$ cat config.mk
export PLATFORM = sky130hd
export DESIGN_NAME = clk_div_multi
export DESIGN_NICKNAME = d
export VERILOG_FILES = /design/src/rtl/clk_div_multi.sv
export SDC_FILE = /design/constraint.sdc
export NUM_CORES = 1
export LEC_CHECK = 0
export CORE_MARGIN = 2
export CORE_UTILIZATION = 34
export CTS_BUF_LIST = sky130_fd_sc_hd__clkbuf_4 sky130_fd_sc_hd__clkbuf_8
export CTS_CLUSTER_DIAMETER = 120
export DETAILED_ROUTE_END_ITERATION = 12
export PLACE_DENSITY = 0.46
export SETUP_SLACK_MARGIN = 0.5
export SYNTH_ARGS = -nofsm -noshare
export SYNTH_HDL_FRONTEND = slang
export SYNTH_SLANG_ARGS = --single-unit
$ cat constraint.sdc
create_clock -name clk -period 2.25 [get_ports clk]
set_input_delay 0.45 -clock clk [delete_from_list [all_inputs] [get_ports clk]]
set_output_delay 0.45 -clock clk [all_outputs]
set_load 0.01 [all_outputs]
$ cat src/rtl/clk_div_multi.sv
// Multi-channel programmable clock divider.
// Each channel produces a square wave with period 2*(H+1) clk cycles plus a
// one-cycle tick on every rising edge. Half-period changes on a running
// channel are held pending and take effect at the next output toggle, so no
// half-cycle is ever truncated or stretched.
module clk_div_multi #(
    parameter int unsigned      CNT_W    = 26,
    parameter int unsigned      NCH      = 4,
    parameter logic [CNT_W-1:0] DEF_HALF = CNT_W'(24_999_999),
    parameter int unsigned      CH_W     = 2
) (
    input  logic             clk,
    input  logic             clr_n,
    input  logic [NCH-1:0]   en,
    input  logic             cfg_valid,
    output logic             cfg_ready,
    input  logic [CH_W-1:0]  cfg_ch,
    input  logic [CNT_W-1:0] cfg_half,
    output logic [NCH-1:0]   clk_out,
    output logic [NCH-1:0]   tick
);

    logic [CNT_W-1:0] cnt_q    [NCH];
    logic [CNT_W-1:0] cnt_d    [NCH];
    logic [CNT_W-1:0] act_q    [NCH];
    logic [CNT_W-1:0] act_d    [NCH];
    logic [CNT_W-1:0] pend_h_q [NCH];
    logic [CNT_W-1:0] pend_h_d [NCH];
    logic [NCH-1:0]   pend_q, pend_d;
    logic [NCH-1:0]   out_q, out_d;
    logic [NCH-1:0]   tick_q, tick_d;
    logic [NCH-1:0]   wr;

    // Config handshake decode; out-of-range channels always read as ready
    // and match no channel, so their writes are dropped.
    always_comb begin
        cfg_ready = 1'b1;
        wr        = '0;
        for (int i = 0; i < NCH; i++) begin
            if (cfg_ch == CH_W'(i)) begin
                cfg_ready = ~pend_q[i];
                wr[i]     = cfg_valid & ~pend_q[i];
            end
        end
    end

    // Per-channel next state: count, toggle, and apply pending half-periods.
    always_comb begin
        cnt_d    = cnt_q;
        act_d    = act_q;
        pend_h_d = pend_h_q;
        pend_d   = pend_q;
        out_d    = out_q;
        tick_d   = '0;
        for (int i = 0; i < NCH; i++) begin
            if (!en[i]) begin
                cnt_d[i] = '0;
                out_d[i] = 1'b0;
                if (pend_q[i]) begin
                    act_d[i]  = pend_h_q[i];
                    pend_d[i] = 1'b0;
                end
                // A write is only accepted with pend clear, so it cannot
                // collide with the pending apply above.
                if (wr[i]) begin
                    act_d[i] = cfg_half;
                end
            end else begin
                if (cnt_q[i] == act_q[i]) begin
                    cnt_d[i]  = '0;
                    out_d[i]  = ~out_q[i];
                    tick_d[i] = ~out_q[i];
                    if (pend_q[i]) begin
                        act_d[i]  = pend_h_q[i];
                        pend_d[i] = 1'b0;
                    end
                end else begin
                    cnt_d[i] = cnt_q[i] + 1'b1;
                end
                // A write landing on a toggle edge is deferred to the next one.
                if (wr[i]) begin
                    pend_h_d[i] = cfg_half;
                    pend_d[i]   = 1'b1;
                end
            end
        end
    end

    // State registers with asynchronous clear.
    always_ff @(posedge clk or negedge clr_n) begin
        if (!clr_n) begin
            cnt_q    <= '{default: '0};
            act_q    <= '{default: DEF_HALF};
            pend_h_q <= '{default: '0};
            pend_q   <= '0;
            out_q    <= '0;
            tick_q   <= '0;
        end else begin
            cnt_q    <= cnt_d;
            act_q    <= act_d;
            pend_h_q <= pend_h_d;
            pend_q   <= pend_d;
            out_q    <= out_d;
            tick_q   <= tick_d;
        end
    end

    assign clk_out = out_q;
    assign tick    = tick_q;

endmodule

Yosys cells after proc, flatten, opt, wreduce, memory -nomap -nowiden. Cells that the tools add are included. Widths: inputs -> output; s select.

Bits in registers: 324. Input bits: 35. Output and inout bits: 9. Logic and storage cells: 117.

$add $sub $neg: 4. Eq/ne operators: 15. Muxes and demuxes: 60. Bitwise logic cells: 12. Reduce and logical (&&, ||, !) cells: 5.

Operator list (count): $mux 26 (24); $add 26x1->26 const B (4); $eq 26x26->1 (4); $mux 1 (36); $ne 3x1->1 const B (4); $ne 2x1->1 const B (4); $not 1->1 (8); $reduce_and 2->1 (4); $and 1x1->1 (4); $eq 2x2->1 const B (2); $eq 2x1->1 const B (1); $logic_not 2->1 (1).

Depth between registers and ports, before layout.
Depth in word-level cells: 5. Gate-level depth with buffers: 8. Mapped depth without buffers: 6.

Worst setup path after synthesis. Ideal clock, no wire load.

Path type: reg-to-reg. Start: reg act_q[3] (netlist bit). End: reg act_q[17] (netlist bit). Library setup time: 0.133 ns. Arrival time: 1.907 ns. Required time: 2.117 ns. Slack: 0.210 ns. Cell stages (with the launch flop): 8. Buffers on the path: 2. Clock period less this slack: 2.040 ns. Cells stage by stage: dfstp_2 -> xnor2_1 -> nand4_1 -> or4_1 -> buf_2 -> buf_2 -> o211ai_1 -> o211ai_2.

Cells in the longest elaborated chain, start to end: 2.

Ends and longest elaborated chain: start, declared (RTL line 25) `logic [CNT_W-1:0] act_q [NCH];`; start signal, assigned (RTL line 100) `act_q <= act_d;`; $eq 26x26->1 (RTL line 69) `if (cnt_q[i] == act_q[i]) begin`; $ne 2x1->1 (no source line).

No other way between the ends. A chain may end at the register's enable or synchronous reset.

Worst setup path after layout.
Start: reg pend_q[3]. End: out cfg_ready.

Cells in the longest elaborated chain, start to end: 2.

Ends and longest elaborated chain: start, declared (RTL line 29) `logic [NCH-1:0] pend_q, pend_d;`; start signal, assigned (RTL line 102) `pend_q <= pend_d;`; $not 1->1 (RTL line 41) `cfg_ready = ~pend_q[i];`; $mux 1 (RTL line 40) `if (cfg_ch == CH_W'(i)) begin`; end, declared (RTL line 16) `output logic cfg_ready,`.

No other way between the ends.

==> run summary <==
### Outcome
- complete, but fails checks — status
- negative setup slack — violations in the final reports

### Detailed routing
- 0 — residual antenna-violating net count after detailed routing
- 13810 — vias
- 5.600 — Via density
- 0 — Residual DRC
- 8 — DRT Pass-1 Iters
- 54.24 mm — total wire length after detailed routing
- 22.00 um — routed wirelength normalized by instance count
- 1014 — iteration-0 DRC count of the detailed router

### Final layout
- 1782 — total number of nets in the final design
- 0.4071 — share of final-layout standard cells stronger than drive strength 1
- 33.08% — area growth from synthesis to layout

### Logic synthesis
- 1.000 — Async SR Flop Fraction
- sky130_fd_sc_hd__dfrtp_1 — Post-synth top flop
- 0 — number of warnings reported in the yosys synthesis log
- 324 — number of flip-flops and latches in the synthesized netlist
- 1562 — Mapped Cells
- 1601 — Syn Nets
- 17150 um2 — Post-Synthesis Cell Area
- 10.98 um2 — Mapped Avg Cell Area
- sky130_fd_sc_hd__dfrtp_1 (37%), sky130_fd_sc_hd__dfstp_2 (10%), sky130_fd_sc_hd__mux2_2 (6.8%) — top area cells in the synthesized netlist
- 0 — number of flops mapped to enable cells by yosys
- 43 — post-synthesis cell type count
- 0.4777 — portion of the post-synthesis area used by sequential elements
- sky130_fd_sc_hd__dfrtp_1 (256), sky130_fd_sc_hd__o211ai_1 (148), sky130_fd_sc_hd__nor2_1 (113) — synth cell count leaders
- sky130_fd_sc_hd__dfrtp_1 — cell with the most instances after synthesis
- sky130_fd_sc_hd__dfrtp_1 — leading area contributor after synthesis
- 0.3735 — post-synth top area share

### GRT
- 83.26 mm — global-route wire length before repair
- 0.2043 — global-route total usage across every layer
- 0 — GRT Residual Overflow
- 72 — pin count of the biggest net entering global routing
- 13760 — via count of the first global-routing pass
- 3 — antenna violations before repair

### Pwr
- 0.455 — relative contribution of sequential cells to total power
- 689.7 nW/um2 — power per cell area
- 0.3641 mV — highest ir drop seen on vdd
- 4.328 mW — Net Switching
- 0.149 — Combinational Power Share
- 8.659 nW — Static Leakage
- 11.41 mW — internal portion of total power
- 0.396 — Clk pwr share
- 0.2749 — Switching Fraction

### Die
- 228.6 um — die height
- 228.6 um — Chip Width
- 0.3432 — effective utilization at floorplan
- 52250 um2 — Die Outline Area
- 44 — Boundary Pins
- 82 — row count
- 49970 um2 — total core area

### Timing
- 2.296 ns — post-layout min period
- 0.5177 — remaining max-slew budget at the tightest pin
- 1 — total of endpoints with negative setup slack in the final report
- yes — unrepaired setup endpoints after global routing
- -0.04645 ns — setup TNS
- 0.7235 ns — measured slew at the worst slew-check pin
- -0.04645 ns — post-layout worst setup margin
- 1.021 — final cycle utilization of the critical path
- 0.3847 ns — WHS
- 0 — max-slew violation total from the final report
- 0 — hold violation total from the final report
- 0.03058 ns — Layout Skew
- 0.4355 GHz — Fmax

### Clock tree
- built — CTS tree
- sky130_fd_sc_hd__clkbuf_8 — CTS Root Cell
- 2 — H-tree level count
- 0.67 ns — clock insertion delay at the later pin of the skew report
- 0.06 ns — clk slew on worst S/H paths
- 59 — clock buffers created by TritonCTS
- 324 — number of clock sinks
- 3 — worst-case clock buffer depth

### Critical path
- sky130_fd_sc_hd__mux4_2 — Critical-path top delay cell
- 1.80 ns — Critical Path RT
- 8 — reg2reg path depth
- 1.85 ns — Worst Path Arrival
- 2 — CP max FO
- output port — Crit. End Element
- register — element type at the critical path start
- 0.03 ns — Register-to-Register Setup Slack
- register to output port — critical path type
- mux4_2 -> inv_4 -> buf_6 — ordered cell list for the critical path
- 0.52 ns — stage delay of the slowest cell on the critical path

### Placement
- -0.4490 ns — worst setup slack after placement
- 43 — number of port buffers
- 32.19 mm — post-DP HPWL
- 0.7958 — global placer's final weighted congestion

### Run
- 0 — max-capacitance violation count

### Worst hold path
- input pin to async pin — hold crit path type

[registers in the layout, indices dropped and copies added, names as in the netlist]
name,flops
pend_h_q,104
act_q,104
pend_q,4
cnt_q,104
tick,4
clk_out,4
[power groups by stage]
stage / clock network [mW] / logic [mW] / registers, mW
global placement: 0 / 1.96 / 7.20
global route: 6.68 / 2.56 / 7.23
detailed placement: 0 / 2.01 / 7.23
floorplan: 0 / 1.41 / 7.02
CTS: 6.42 / 2.26 / 7.14
finish: 6.24 / 2.35 / 7.16
[cell type report]
type	count	area (um2)
Sequential cell	324	8200
Clock inverter	2	10.01
Multi-Input combinational cell	1078	9288
Inverter	17	66.31
Clock buffer	109	1325
Antenna cell	1	2.502
Fill cell	4593	27140
Timing Repair Buffer	263	3090
Tap cell	672	840.8
[cells by family (layout without fill, tap and decap cells)]
family / after synthesis / count (layout) / synth area share
AOI/OAI and AO/OA: 449 / 449 / 0.2124
xor gates and xnor gates: 195 / 195 / 0.09958
adders and majority gates: 4 / 4 / 0.002918
buffers and inverters: 161 / 391 / 0.04071
DFF: 324 / 324 / 0.4777
muxes: 105 / 105 / 0.06960
other: 0 / 1 / 0
and+or+nand+nor: 324 / 325 / 0.09703
[layout by cell type, fill, tap and decap left out, types with 15 or more instances in the layout]
cell and count:
sky130_fd_sc_hd__and3_1 15, sky130_fd_sc_hd__buf_12 29, sky130_fd_sc_hd__buf_16 19, sky130_fd_sc_hd__buf_4 121, sky130_fd_sc_hd__buf_6 43, sky130_fd_sc_hd__clkbuf_4 28
sky130_fd_sc_hd__clkbuf_8 81, sky130_fd_sc_hd__clkdlybuf4s50_1 33, sky130_fd_sc_hd__dfrtp_1 250, sky130_fd_sc_hd__dfstp_2 68, sky130_fd_sc_hd__mux2_2 104, sky130_fd_sc_hd__nand2_1 35
sky130_fd_sc_hd__nand3_1 35, sky130_fd_sc_hd__nand4_1 41, sky130_fd_sc_hd__nor2_1 17, sky130_fd_sc_hd__nor2_4 86, sky130_fd_sc_hd__nor4_1 17, sky130_fd_sc_hd__o211ai_1 148
sky130_fd_sc_hd__o211ai_2 60, sky130_fd_sc_hd__o221ai_1 104, sky130_fd_sc_hd__o22ai_1 104, sky130_fd_sc_hd__xnor2_1 81, sky130_fd_sc_hd__xnor2_2 15, sky130_fd_sc_hd__xor2_1 98
[critical path: cells and delay by family, from the launching register on]
family / cells / cell delay, ns
mux: 1 / 0.52
flops: 1 / 0.45
buf+inv: 2 / 0.21
[through the flow]
| stage | util | power [mW] | instances | cell area, um2 |
|---|---|---|---|---|
| after global routing | 0.4567 | 16.48 | 2465 | 22820 |
| after CTS | 0.4368 | 15.82 | 2443 | 21830 |
| final | 0.4568 | 15.74 | 2466 | 22820 |
| after global placement | 0.3800 | 9.166 | 2251 | 18980 |
| after floorplan | - | 8.429 | 1562 | 17320 |
| after detailed placement | 0.3800 | 9.240 | 2251 | 18980 |
[path summary, 6_finish.rpt]
kind	start	to
worst min register to register	cnt_q[52]	cnt_q[52]
worst max register to register	act_q[3]	act_q[3]
min in group clk	cnt_q[52]	cnt_q[52]
worst max-delay path	pend_q[3]	cfg_ready
worst min-delay path	clr_n	cnt_q[7]
max in group asynchronous	clr_n	act_q[81]
[routing by layer]
layer	track usage	vias to the layer above	routed length [um]
li1	-	6384	-
met1	0.2817	7076	25220
met2	0.3253	254	25450
met3	0.03356	89	1997
met4	0.07047	6	1539
met5	0	-	34
[what timing repair did]
item | in CTS | in global routing
gates resized for setup | 160 | 188
hold buffers | 1 | 0
setup endpoints to repair | 229 | 251
gates cloned | 22 | 5
endpoints found under the hold margin | 43 | 0
pin swaps | 98 | 92
buffers inserted | 58 | 17
Note: power is estimated with default switching activity, not from simulation.
